--- config.mk ---
export PLATFORM = sky130hd
export DESIGN_NAME = fsm_table_writer
export DESIGN_NICKNAME = d
export VERILOG_FILES = /design/src/rtl/fsm_table_writer.sv
export SDC_FILE = /design/constraint.sdc
export NUM_CORES = 1
export LEC_CHECK = 0
export CAP_MARGIN = 20
export CORE_UTILIZATION = 58
export CTS_BUF_LIST = sky130_fd_sc_hd__clkbuf_16
export DETAILED_ROUTE_END_ITERATION = 8
export GPL_TIMING_DRIVEN = 0
export PLACE_DENSITY = 0.86
export SYNTH_ARGS = -nofsm -noshare
export SYNTH_HDL_FRONTEND = slang
export SYNTH_SLANG_ARGS = --single-unit
--- constraint.sdc ---
create_clock -name clk -period 5.1 [get_ports clk]
set_clock_uncertainty 0.15 [all_clocks]
set_input_delay 1.53 -clock clk [delete_from_list [all_inputs] [get_ports clk]]
set_output_delay 1.53 -clock clk [all_outputs]
set_load 0.01 [all_outputs]
--- src/rtl/fsm_table_writer.sv ---
// Programmable lookup-table FSM: a RAM holding {next_state, z} per {state, x} is loaded
// over a valid/ready port, committed once every entry is written, then stepped by run_en.
module fsm_table_writer #(
   parameter int STATE_W = 2,
   parameter int IN_W    = 1,
   parameter int OUT_W   = 1,
   localparam int ADDR_W = STATE_W + IN_W,
   localparam int DEPTH  = 1 << ADDR_W,
   localparam int DATA_W = STATE_W + OUT_W
) (
   input  logic              clk,
   input  logic              reset,
   input  logic              load_start,
   input  logic              wr_valid,
   output logic              wr_ready,
   input  logic [ADDR_W-1:0] wr_addr,
   input  logic [DATA_W-1:0] wr_data,
   input  logic              load_commit,
   input  logic              run_en,
   input  logic [IN_W-1:0]   x_in,
   output logic [OUT_W-1:0]  z_out,
   output logic [STATE_W-1:0] state_out,
   output logic              table_ok,
   output logic              err,
   output logic [1:0]        mode_dbg
);

   typedef enum logic [1:0] {
      MODE_IDLE = 2'd0,
      MODE_LOAD = 2'd1,
      MODE_RUN  = 2'd2
   } mode_t;

   // Write handshake: a write transfers on any cycle where wr_valid && wr_ready.
   // wr_ready is high exactly while in LOAD; there is no back-pressure inside LOAD.

   mode_t               mode_q, mode_d;
   logic [DEPTH-1:0]    mask_q, mask_d;
   logic [STATE_W-1:0]  state_q, state_d;
   logic [OUT_W-1:0]    z_q, z_d;
   logic                err_q, err_d;

   logic [DATA_W-1:0]   ram_q [DEPTH];

   logic                wr_fire;
   logic [DEPTH-1:0]    mask_with_wr;
   logic [DATA_W-1:0]   entry;

   assign wr_fire      = wr_valid && (mode_q == MODE_LOAD);
   assign mask_with_wr = wr_fire ? (mask_q | (DEPTH'(1) << wr_addr)) : mask_q;
   assign entry        = ram_q[{state_q, x_in}];

   always_comb begin
      mode_d  = mode_q;
      mask_d  = mask_q;
      state_d = state_q;
      z_d     = z_q;
      err_d   = 1'b0;
      if (load_start) begin
         // A fresh load always wins, even over a same-cycle commit.
         mode_d  = MODE_LOAD;
         mask_d  = '0;
         state_d = '0;
         z_d     = '0;
      end else begin
         case (mode_q)
            MODE_LOAD: begin
               mask_d = mask_with_wr;
               if (load_commit) begin
                  if (&mask_with_wr) begin
                     mode_d  = MODE_RUN;
                     state_d = '0;
                     z_d     = '0;
                  end else begin
                     err_d = 1'b1;
                  end
               end
            end
            MODE_RUN: begin
               if (run_en) begin
                  state_d = entry[DATA_W-1:OUT_W];
                  z_d     = entry[OUT_W-1:0];
               end
            end
            default: begin
               mode_d = MODE_IDLE;
            end
         endcase
      end
   end

   always_ff @(posedge clk or negedge reset) begin
      if (!reset) begin
         mode_q  <= MODE_IDLE;
         mask_q  <= '0;
         state_q <= '0;
         z_q     <= '0;
         err_q   <= 1'b0;
      end else begin
         mode_q  <= mode_d;
         mask_q  <= mask_d;
         state_q <= state_d;
         z_q     <= z_d;
         err_q   <= err_d;
      end
   end

   // Table storage is deliberately not reset; the mask guards every read.
   always_ff @(posedge clk) begin
      if (wr_fire) begin
         ram_q[wr_addr] <= wr_data;
      end
   end

   assign wr_ready  = (mode_q == MODE_LOAD);
   assign table_ok  = (mode_q == MODE_RUN);
   assign state_out = state_q;
   assign z_out     = z_q;
   assign err       = err_q;
   assign mode_dbg  = mode_q;

endmodule

==> results.ini <==
[cts]
cts_setup_buffers=0
cts_sinks=38
hold_buffers=0
cts_buffers=5
ctsRootBufferMaster=clkbuf_16
clkTransAtPathRegs_ns=0.06
cts_resized=0
clockBufferDepth=2
insertion_delay_ns=0.28
htreeDepth=2
cts_tree=done

[sta]
rsz0062_at_grt=no
fin_setup_tns_ns=0
finalHoldViolations=0
slew_headroom_pct=57.3
final_max_slew_viol_count=0
setup_viol=0
fin_crit_ns=3.50
finalCritPeriodShare_pct=68.7
whs_ns=0.374
worstMarginPinSlew_ns=0.638
fmax_ghz=0.286

[grt]
grt_pass1_vias=1076
antenna_found_initial=0
grt_pass1_wl_mm=5.02
grt_overflow=0
grt_usage_pct=22.7
grt_max_degree=15

[setup_path]
arrival_ns=3.51
reg2reg_from=mode_dbg[1]
rrSetupSlack_ns=2.83
start_kind=primary input
worstReg2RegEnd=state_out[0]
crit_type=in2reg
crit_fanout=6
end_kind=flip-flop
required_ns=5.11
reg2regPathDepth=5

[logic_synthesis]
synth_cell_types=33
synth_top_cell_by_area=edfxtp_1
ys_seq_area_share_pct=63.5
syn_area_sq_um=1690
synth.top_cell.area_share_pct=42.7
synth_nets=129
syn_area_per_cell_sq_um=14.5
ys.warnings.count=0
ys_ff_latch=38
synthCells=116
yosys-top-cells-area=edfxtp_1 43%, dfrtp_1 21%, mux4_2 8.0%

[floorplan]
io_pins=21
row_count=19
die_w_um=55.9
core-area_sq_um=2760
dieArea_sq_um=3130
start_util_pct=61.2
die_h_um=55.9

[layout]
layout.cells.non_filler=172
nets=153
final_common_cell=edfxtp_1
fin_area_sq_um=2040
area_growth_pct=20.8
layout_common_cells=24 x edfxtp_1, 18 x nor2_1, 17 x clkdlybuf4s50_1
diodes=0
fillers=175
drive_gt1_share_pct=19.1

[power]
leakage_nw=0.753
peakVddDrop_v=0.000418
p_per_area_nw_per_um2=329

[worst_hold_path]
hold_end=z_out
hold_class=reg2reg
hp-start=z_out
worstHoldPathCells=2

[drt]
drt_first_pass_iters=4
wl_mm=3.05
final_antenna_net_count=0
drt_iter0_drc=35
wl_per_cell_um=17.7
viasPerCell=5.95
vias=1023
drt_drc_violations_left=0

[run]
maxCapViolations=0

[placed_design]
dp_hpwl_mm=2.15
io_buffers=17
place.gp.congestion=0.784
place_inst=164
placed_cell_area_sq_um=1900

[status]
status=completed

[worst max-delay path, cell delays in order]
cell and delay [ns]:
clkdlybuf4s50_1 0.48, nand4b_1 0.27, nor2_1 0.49, a22oi_2 0.24, nor4_4 0.37, o41ai_1 0.12
[final cells by class]
class                   count  area [sq um]  share of cell area, %
flip-flops and latches     38          1070                   52.6
multi-input cells          69           557                   27.3
repair buffers             17           170                   8.35
clock buffers               5           125                   6.14
plain buffers               6          47.5                   2.33
well taps                  31          38.8                   1.90
clock inverters             3          16.3                  0.799
inverters                   3          11.3                  0.553
[report_power, final]
group	leakage [nW]	total, W	internal [W]	switching [W]
Clock	0.0672	0.000293	0.000178	0.000115
Combinational	0.280	0.0000393	0.0000180	0.0000214
Sequential	0.405	0.000338	0.000335	0.00000247
[flip-flops by register name, indices dropped and copies added (netlist names)]
| signal | count |
|---|---|
| ram_q | 24 |
| mode_dbg | 2 |
| err | 1 |
| state_out | 2 |
| z_out | 1 |
| mask_q | 8 |
[through the flow]
step | utilization (%) | total power [W] | setup WS (ns)
3_5_place_dp | 68.7 | 0.000383 | 1.29
6_report | 73.9 | 0.000670 | 1.60
5_1_grt | 73.9 | 0.000691 | 1.33
2_1_floorplan | - | 0.000365 | 2.15
3_3_place_gp | 68.7 | 0.000381 | 1.44
4_1_cts | 73.9 | 0.000671 | 1.57
[routing by layer]
metal  wire (um)  part of all wire, %  track usage, %
met1        1290                   42            27.6
met2        1540                   51            33.9
met3         162                  5.3            10.9
met4          50                  1.6            11.8
met5           0                    0               0
[synth_stat cells]
cell and instances:
mux2_2 2, edfxtp_1 24, dlymetal6s2s_1 1, buf_4 2
a22oi_2 2, o21bai_1 2, nand4bb_1 1, mux4_2 6
a21oi_1 1, and2b_2 2, a21boi_0 1, nor3_1 4
a311oi_1 1, o21ba_1 1, buf_6 1, nand4b_1 1
o41ai_1 3, nor4b_4 1, buf_2 1, clkbuf_1 1
nor4b_2 1, o22ai_2 1, o31ai_1 1, o21ai_0 2
nor2_1 18, nor4_4 1, nand2_1 6, and2_1 1
dfrtp_1 14, inv_1 3, nand2b_1 3, nor2b_1 3
nand3_1 4
[worst max-delay path by stage]
stage | start | endpoint | slack [ns] | depth (start not counted)
after global placement | wr_valid | state_out[0] | 1.44 | 6
after detailed placement | wr_valid | state_out[0] | 1.29 | 6
after CTS | wr_valid | state_out[0] | 1.57 | 6
after floorplan | wr_addr[2] | state_out[0] | 2.15 | 6
after global routing | wr_valid | mode_dbg[0] | 1.33 | 6
final | wr_valid | state_out[0] | 1.60 | 6
[kinds of logic (layout without fill, tap and decap cells)]
group	after synthesis	in the layout	synth area share [%]
AO/OA/AOI/OAI	15	15	7.57
buffers and inverters	9	34	3.49
flip-flops	38	38	63.5
multiplexers	8	8	9.35
AND/OR/NAND/NOR	46	46	16.1
Note: power is estimated with default switching activity, not from simulation.
